## src/rtl/logic_unit_pkg.sv

```systemverilog
// Shared opcode encoding for the logic unit family.
package logic_unit_pkg;

  localparam int unsigned OP_W = 3;

  typedef logic [OP_W-1:0] op_t;

  // 000..011 keep the legacy sel1:sel0 encoding of the 8-bit combinational unit
  localparam op_t OP_OR   = 3'b000;
  localparam op_t OP_AND  = 3'b001;
  localparam op_t OP_XOR  = 3'b010;
  localparam op_t OP_NOT  = 3'b011;
  localparam op_t OP_NOR  = 3'b100;
  localparam op_t OP_NAND = 3'b101;
  localparam op_t OP_XNOR = 3'b110;
  localparam op_t OP_PASS = 3'b111;

endpackage

```

## src/rtl/logic_unit_core.sv

```systemverilog
// Combinational bitwise operation on operand x and prepared operand b.
module logic_unit_core
  import logic_unit_pkg::*;
#(
  parameter int unsigned WIDTH = 8
) (
  input  logic [WIDTH-1:0] x,
  input  logic [WIDTH-1:0] b,
  input  logic [OP_W-1:0]  op,
  output logic [WIDTH-1:0] result
);

  // Opcode decode to the selected bitwise function
  always_comb begin
    result = '0;
    case (op)
      OP_OR:   result = x | b;
      OP_AND:  result = x & b;
      OP_XOR:  result = x ^ b;
      OP_NOT:  result = ~x;
      OP_NOR:  result = ~(x | b);
      OP_NAND: result = ~(x & b);
      OP_XNOR: result = ~(x ^ b);
      OP_PASS: result = x;
      default: result = '0;
    endcase
  end

endmodule

```

## src/rtl/logic_unit_pipe.sv

```systemverilog
// Registered logic unit with valid/ready handshake, flags and optional accumulator.
module logic_unit_pipe
  import logic_unit_pkg::*;
#(
  parameter int unsigned WIDTH  = 8,
  parameter bit          ACC_EN = 1'b1
) (
  input  logic             clk,
  input  logic             rst_n,
  input  logic             in_valid,
  output logic             in_ready,
  input  logic [WIDTH-1:0] x,
  input  logic [WIDTH-1:0] y,
  input  logic [OP_W-1:0]  op,
  input  logic             acc,
  input  logic             clr_acc,
  output logic             out_valid,
  input  logic             out_ready,
  output logic [WIDTH-1:0] f,
  output logic             zero,
  output logic             parity
);

  typedef enum logic {EMPTY, FULL} state_t;

  state_t           state;
  logic             accept;
  logic             use_acc;
  logic             use_clr;
  logic [WIDTH-1:0] acc_val;
  logic [WIDTH-1:0] b;
  logic [WIDTH-1:0] result;

  assign out_valid = (state == FULL);
  assign in_ready  = !out_valid || out_ready;
  assign accept    = in_valid && in_ready;

  if (ACC_EN) begin : g_acc
    logic [WIDTH-1:0] acc_q;

    assign use_acc = acc;
    assign use_clr = clr_acc;
    assign acc_val = acc_q;

    // Accumulator: an accepted result wins over a standalone clear
    always_ff @(posedge clk or negedge rst_n) begin
      if (!rst_n) begin
        acc_q <= '0;
      end else if (accept) begin
        acc_q <= result;
      end else if (clr_acc) begin
        acc_q <= '0;
      end
    end
  end else begin : g_no_acc
    logic unused_acc_inputs;

    assign unused_acc_inputs = acc ^ clr_acc;
    assign use_acc = 1'b0;
    assign use_clr = 1'b0;
    assign acc_val = '0;
  end

  // Operand B selection: clear forces zero, else accumulator or y
  always_comb begin
    b = y;
    if (use_acc) b = acc_val;
    if (use_clr) b = '0;
  end

  logic_unit_core #(.WIDTH(WIDTH)) u_core (
    .x      (x),
    .b      (b),
    .op     (op),
    .result (result)
  );

  // Output register occupancy and result/flag capture on accept
  always_ff @(posedge clk or negedge rst_n) begin
    if (!rst_n) begin
      state  <= EMPTY;
      f      <= '0;
      zero   <= 1'b0;
      parity <= 1'b0;
    end else begin
      case (state)
        EMPTY:   if (accept) state <= FULL;
        FULL:    if (out_ready && !accept) state <= EMPTY;
        default: state <= EMPTY;
      endcase
      if (accept) begin
        f      <= result;
        zero   <= (result == '0);
        parity <= ^result;
      end
    end
  end

endmodule

```

## config.mk

```make
export PLATFORM = sky130hd
export DESIGN_NAME = logic_unit_pipe
export DESIGN_NICKNAME = d
export VERILOG_FILES = /design/src/rtl/logic_unit_pkg.sv /design/src/rtl/logic_unit_core.sv /design/src/rtl/logic_unit_pipe.sv
export SDC_FILE = /design/constraint.sdc
export NUM_CORES = 1
export LEC_CHECK = 0
export BUFFER_PORTS_ARGS = -buffer_cell sky130_fd_sc_hd__buf_4
export CORE_UTILIZATION = 43
export CTS_BUF_LIST = sky130_fd_sc_hd__clkbuf_4 sky130_fd_sc_hd__clkbuf_8
export CTS_CLUSTER_SIZE = 25
export DETAILED_ROUTE_END_ITERATION = 8
export GPL_ROUTABILITY_DRIVEN = 0
export HOLD_SLACK_MARGIN = 0.15
export PLACE_DENSITY = 0.65
export SYNTH_ARGS = -nofsm -noshare
export SYNTH_HDL_FRONTEND = slang
export SYNTH_HIERARCHICAL = 1
export SYNTH_SLANG_ARGS = --single-unit
export TNS_END_PERCENT = 100
```

## constraint.sdc

```tcl
create_clock -name clk -period 6.3 [get_ports clk]
set_clock_uncertainty 0.2 [all_clocks]
set_input_delay 1.26 -clock clk [delete_from_list [all_inputs] [get_ports clk]]
set_output_delay 1.26 -clock clk [all_outputs]
set_load 0.1 [all_outputs]
```

==> impl_metrics.env, run 1 <==
export IMPL_fillers=360
export IMPL_grtUsageMet3_pct=1.552
export IMPL_fin_hold_ws_ns=0.3009
export IMPL_route_detailed_drc=0
export IMPL_cts_sinks=19
export IMPL_drive_above_1_share_pct=21.03
export IMPL_synth_cell_types=34
export IMPL_min_period_ns=3.802
export IMPL_drt_initial_drc_count=116
export IMPL_die_x_um=66.21
export IMPL_ys_ff_latch=19
export IMPL_worst_slack_ns=2.498
export IMPL_status="completed"
export IMPL_path_class="in2reg"
export IMPL_max_freq_mhz=263.0
export IMPL_vdd_drop_max_mv=0.2510
export IMPL_p_comb_share_pct=53.9
export IMPL_antenna_found_initial=0
export IMPL_crit_chain="buf_4 > mux2i_1 > nor2_1 > inv_1 > ha_1 > and2b_1 > a211oi_1 > o41ai_1 > a21oi_1 > inv_1 > ha_1 > xnor2_1 > xnor2_1 > a21oi_1"
export IMPL_cts_made_buffers=3
export IMPL_grt_max_degree=33
export IMPL_num_vias=1494
export IMPL_p_clk_share_pct=16.3
export IMPL_die_area_mm2=0.004384
export IMPL_final_common_cell="buf_4"
export IMPL_post_cts_resized=0
export IMPL_final_cell_mix="buf_4 (36), inv_1 (29), nor2_1 (25)"
export IMPL_pwr_density_cell_mw_per_mm2=250.2
export IMPL_intPower_mw=0.2740
export IMPL_rsz0062_at_grt="no"
export IMPL_pre_cts_ws_ns=2.211
export IMPL_start_util_pct=46.67
export IMPL_rr_startpoint="acc_val[0]"
export IMPL_ant_nets=0
export IMPL_ys_seq_area_share_pct=26.82
export IMPL_finalHoldViolCount=0
export IMPL_fp_row_count=22
export IMPL_maxSlewHeadroom_pct=70.21
export IMPL_grt_pass1_wl_um=6527
export IMPL_synth_net_count=248
export IMPL_vias_per_cell=5.317
export IMPL_cp_slowest_cell="a21oi_1"
export IMPL_use_met2_pct=30.74
export IMPL_hold_path_class="reg2reg"
export IMPL_routed_wl_um=3851
export IMPL_setup_violations=0
export IMPL_r2r_end="parity"
export IMPL_syn_inst=203
export IMPL_seqPwrFrac_pct=29.8
export IMPL_r2r_slack_ns=3.35
export IMPL_gr_usage_met1_pct=27.44
export IMPL_track_usage_pct=19.45
export IMPL_core_area_mm2=0.003799
export IMPL_synth_top_area_share_pct=26.82
export IMPL_hpwl_um=2940
export IMPL_cp_max_fo=8
export IMPL_diodes=0
export IMPL_crit_path_end="parity"
export IMPL_first_global_vias=1412
export IMPL_grt_ovfl_total=0
export IMPL_worstSetupStartpointType="primary input"
export IMPL_worstMarginPinSlew_ns=0.4452
export IMPL_critPathArrivalTime_ns=3.75
export IMPL_synthTopCellsByArea="dfrtp_1 (27%), ha_1 (14%), inv_1 (6.1%)"
export IMPL_yosys_area_top_type="dfrtp_1"
export IMPL_switching_power_mw=0.2500
export IMPL_slowest_delay_ns=0.32
export IMPL_p_leak_nw=1.043
export IMPL_final_cells=281
export IMPL_io_buffers=36
export IMPL_min_path_cells=1
export IMPL_io_pins=37
export IMPL_worst_ep_required_time_ns=6.25
export IMPL_clock_path_buffers=2
export IMPL_postSynthAreaPerCell_um2=8.734
export IMPL_final_util_pct=55.14
export IMPL_tritoncts="done"
export IMPL_dieHeight_um=66.21
export IMPL_post_cts_repair_setup_buffers=0
export IMPL_cts_hold_buf=0
export IMPL_clkTransAtPathRegs_ns=0.07
export IMPL_cts_root_buf="clkbuf_8"
export IMPL_yosys_warnings=6
export IMPL_slew_violations=0
export IMPL_drt_wirelength_per_cell_um=13.70
export IMPL_gr_max_usage_layer="met2"
export IMPL_cp_startpoint="acc"
export IMPL_drv_cap=0
export IMPL_fin_crit_sh_pct=60.34
export IMPL_drtPass1Iterations=4
export IMPL_setup_tns_ns=0
export IMPL_swShare_pct=47.71
export IMPL_syn_to_final_growth_pct=18.14
export IMPL_nets=279
export IMPL_r2r_cells=13
export IMPL_dp_cells=277
export IMPL_worstSetupEndpointType="register"
export IMPL_syn_area_mm2=0.001773
export IMPL_htreeDepth=1
export IMPL_clkLatencyLatePin_ns=0.26
metrics by stage:
stage / total power, mW / cell area (um2)
5_1_grt: 0.5531 / 2095
3_3_place_gp: 0.4398 / 2048
2_1_floorplan: 0.3756 / 1773
4_1_cts: 0.5272 / 2095
6_report: 0.5241 / 2095
3_5_place_dp: 0.4409 / 2048
worst min path at each step:
stage	start	end	slack, ns
6_report	f[2]	f[2]	0.30
5_1_grt	f[3]	f[3]	0.32
4_1_cts	f[2]	f[2]	0.30
3_5_place_dp	f[0]	f[0]	0.28
3_3_place_gp	acc_val[7]	acc_val[7]	0.28
2_1_floorplan	acc_val[0]	acc_val[0]	0.27
state kept, by name, summed over array words and instances, names as in the netlist:
name       count
acc_val        8
f              8
out_valid      1
parity         1
zero           1
routing by layer:
layer	routed length [um]	vias to the layer above	share of wire, %
li1	-	756	-
met2	1769	27	46
met1	1918	704	50
met3	100	7	2.6
met4	62	0	1.6
met5	0	-	0
power groups by stage:
stage / logic, mW / registers, mW / clock network [mW]
after floorplan: 0.103 / 0.273 / 0
after global placement: 0.281 / 0.158 / 0
after detailed placement: 0.283 / 0.158 / 0
after CTS: 0.284 / 0.156 / 0.0872
after global routing: 0.301 / 0.159 / 0.0932
final: 0.283 / 0.156 / 0.0856
cells by family (layout without fill, tap and decap cells):
family	Yosys count	in the layout	share of synthesized area (%)
AND/OR/NAND/NOR	58	58	18.21
AO/OA/AOI/OAI	44	44	17.71
buffers and inverters	39	69	9.244
adder cells (fa/ha/maj)	20	20	14.11
flip-flops	19	19	26.82
multiplexers	18	18	11.43
XOR/XNOR	5	5	2.470
worst max-delay path: cells and delay by family:
kind / cells / cell delay, ns
mux: 1 / 0.12
buf+inv: 3 / 0.30
compound gates: 4 / 0.80
simple gates: 2 / 0.30
fa+ha+maj: 2 / 0.62
xor+xnor: 2 / 0.34
area by class of cell:
type / instances / area, um2 / area share (%)
Clock buffer: 3 / 41.29 / 1.971
Clock inverter: 1 / 5.005 / 0.2389
Inverter: 29 / 108.9 / 5.197
Multi-Input combinational cell: 145 / 1134 / 54.12
Sequential cell: 19 / 475.5 / 22.70
Tap cell: 48 / 60.06 / 2.867
Timing Repair Buffer: 36 / 270.3 / 12.90
synthesized netlist by cell type:
cell and count:
inv_1 29, nor2_1 25, ha_1 20, dfrtp_1 19
a21oi_1 9, mux2i_1 9, a22o_1 8, mux2_1 8
nand2_1 8, a211oi_1 5, and2_1 5, buf_2 5
nand2b_1 5, o21ai_0 5, xnor2_1 5, a211o_1 4
and4bb_2 4, o211ai_1 4, o21a_1 4, clkbuf_1 3
a21boi_0 2, and2b_1 2, and4_1 2, nor4_1 2
o41ai_1 2, a21oi_2 1, and2_0 1, and2_4 1
buf_4 1, buf_6 1, mux4_2 1, nand2_2 1
nand2b_4 1, nand4_1 1
Power figures use the tool's default switching activity.
==> inputs of run 2 (changes only) <==
==> constraint.sdc (replaced) <==
create_clock -name clk -period 3.5 [get_ports clk]
set_clock_uncertainty 0.2 [all_clocks]
set_input_delay 0.7 -clock clk [delete_from_list [all_inputs] [get_ports clk]]
set_output_delay 0.7 -clock clk [all_outputs]
set_load 0.1 [all_outputs]
==> run 2 against run 1 <==
Compared with the run above: sequential power up 81%; cell count up 1.1%; routed wire length up 2.0%; first-iteration DRC count up 1.7%; worst hold slack worse by 0.00070 ns; sequential share of layout area down 0.29 points; flip-flop and latch count unchanged; utilization up 0.72 points; combinational power up 82%; power up 82%; die area unchanged; critical path type unchanged; highest routed layer unchanged.
==> impl_metrics.env, run 2 (same netlist as run 1, synthesis figures left out) <==
export IMPL_status="completed"
export IMPL_diodes=0
export IMPL_drt_initial_drc_count=118
export IMPL_post_cts_repair_setup_buffers=0
export IMPL_worst_ep_required_time_ns=3.45
export IMPL_cts_sinks=19
export IMPL_nets=282
export IMPL_slowest_delay_ns=0.31
export IMPL_drt_wirelength_per_cell_um=13.83
export IMPL_first_global_vias=1499
export IMPL_max_freq_mhz=313.8
export IMPL_worstSetupEndpointType="register"
export IMPL_grt_pass1_wl_um=6775
export IMPL_worstMarginPinSlew_ns=0.4391
export IMPL_pwr_density_cell_mw_per_mm2=450.2
export IMPL_cts_root_buf="clkbuf_8"
export IMPL_path_class="in2reg"
export IMPL_routed_wl_um=3929
export IMPL_critPathArrivalTime_ns=3.13
export IMPL_setup_tns_ns=0
export IMPL_rsz0062_at_grt="no"
export IMPL_fin_area_mm2=0.002122
export IMPL_dpl_instance_area_mm2=0.002063
export IMPL_grt_ovfl_total=0
export IMPL_ant_nets=0
export IMPL_worst_slack_ns=0.3131
export IMPL_multi_input_area_mm2=0.001134
export IMPL_fp_row_count=22
export IMPL_vdd_drop_max_mv=0.3742
export IMPL_cp_max_fo=5
export IMPL_fin_crit_sh_pct=91.05
export IMPL_dieHeight_um=66.21
export IMPL_grt_max_degree=33
export IMPL_track_usage_pct=19.70
export IMPL_io_buffers=36
export IMPL_antenna_found_initial=0
export IMPL_io_pins=37
export IMPL_final_cell_mix="buf_4 (38), inv_1 (29), nor2_1 (25)"
export IMPL_p_leak_nw=1.058
export IMPL_core_area_mm2=0.003799
export IMPL_fillers=372
export IMPL_pre_cts_ws_ns=0.05807
export IMPL_crit_chain="buf_4 > mux2i_1 > nor2_1 > inv_1 > ha_1 > and2b_1 > a211oi_1 > o41ai_1 > a21oi_1 > inv_1 > ha_1 > xnor2_1 > xnor2_1 > a21oi_1"
export IMPL_drv_cap=0
export IMPL_drive_above_1_share_pct=21.61
export IMPL_worstSetupStartpointType="primary input"
export IMPL_totalPowerFinal_mw=0.9554
export IMPL_min_period_ns=3.187
export IMPL_vias_per_cell=5.324
export IMPL_start_util_pct=46.67
export IMPL_maxSlewHeadroom_pct=70.62
export IMPL_final_common_cell="buf_4"
export IMPL_die_x_um=66.21
export IMPL_final_util_pct=55.86
export IMPL_route_detailed_drc=0
export IMPL_hold_path_class="reg2reg"
export IMPL_finalHoldViolCount=0
export IMPL_dp_cells=279
export IMPL_clock_path_buffers=2
export IMPL_setup_violations=0
export IMPL_cp_slowest_cell="ha_1"
export IMPL_register_area_um2=475.5
export IMPL_clkTransAtPathRegs_ns=0.07
export IMPL_clkLatencyLatePin_ns=0.26
export IMPL_die_area_mm2=0.004384
export IMPL_drtPass1Iterations=4
export IMPL_final_cells=284
export IMPL_slew_violations=0
export IMPL_htreeDepth=1
export IMPL_tritoncts="done"
export IMPL_fin_hold_ws_ns=0.3002
export IMPL_num_vias=1512
export IMPL_cts_made_buffers=3
export IMPL_hpwl_um=2975
export IMPL_syn_to_final_growth_pct=19.69
[run 2: changes by cell type in the layout (fill, tap and decap cells not counted), sizes merged]
cell         previous run  this run
buf                    36        38
clkbuf                  3         4
clkinv                  1         0
dlygate4sd3             0         1
[run 2: area by class of cell]
| cell class | count | share of cell area [%] |
|---|---|---|
| flip-flops and latches | 19 | 22.41 |
| clock buffers | 4 | 2.300 |
| well taps | 48 | 2.830 |
| inverters | 29 | 5.130 |
| repair buffers | 39 | 13.92 |
| multi-input cells | 145 | 53.42 |
[run 2: worst max-delay path, delay by kind of cell]
| family | cells | cell delay, ns |
|---|---|---|
| AND/OR/NAND/NOR | 2 | 0.30 |
| multiplexers | 1 | 0.12 |
| XOR/XNOR | 2 | 0.35 |
| adder cells (fa/ha/maj) | 2 | 0.61 |
| buffers and inverters | 3 | 0.29 |
| AO/OA/AOI/OAI | 4 | 0.76 |
[run 2: what timing repair did]
| item | CTS | global route |
|---|---|---|
| hold buffers | 1 | 0 |
| hold endpoints to repair | 19 | 0 |
| gates resized for setup | 0 | 0 |
[run 2: report_power, final]
part | leakage [nW] | total [mW] | switching [mW] | internal, mW
Combinational | 0.795 | 0.514 | 0.357 | 0.157
Sequential | 0.237 | 0.282 | 0.0228 | 0.259
Clock | 0.0262 | 0.160 | 0.0709 | 0.0887
Total | 1.06 | 0.955 | 0.451 | 0.505
[run 2: routing by layer]
layer  track usage, %  vias up  wire, um
met1            27.58      715      1958
met5                0        -         0
met3           0.6897        7        88
li1                 -      761         -
met2            31.89       29      1820
met4            7.713        0        62
[run 2: path summary, 6_finish.rpt]
kind                              endpoint  cells after the start        from  slack, ns
min in group asynchronous        out_valid                      2       rst_n       0.65
worst max-delay path                parity                     14         acc       0.31
worst min register to register        f[4]                      1        f[4]       0.30
worst min-delay path                  f[4]                      1        f[4]       0.30
worst max register to register      parity                     13  acc_val[0]       0.59
max in group asynchronous       acc_val[4]                      2       rst_n       2.25
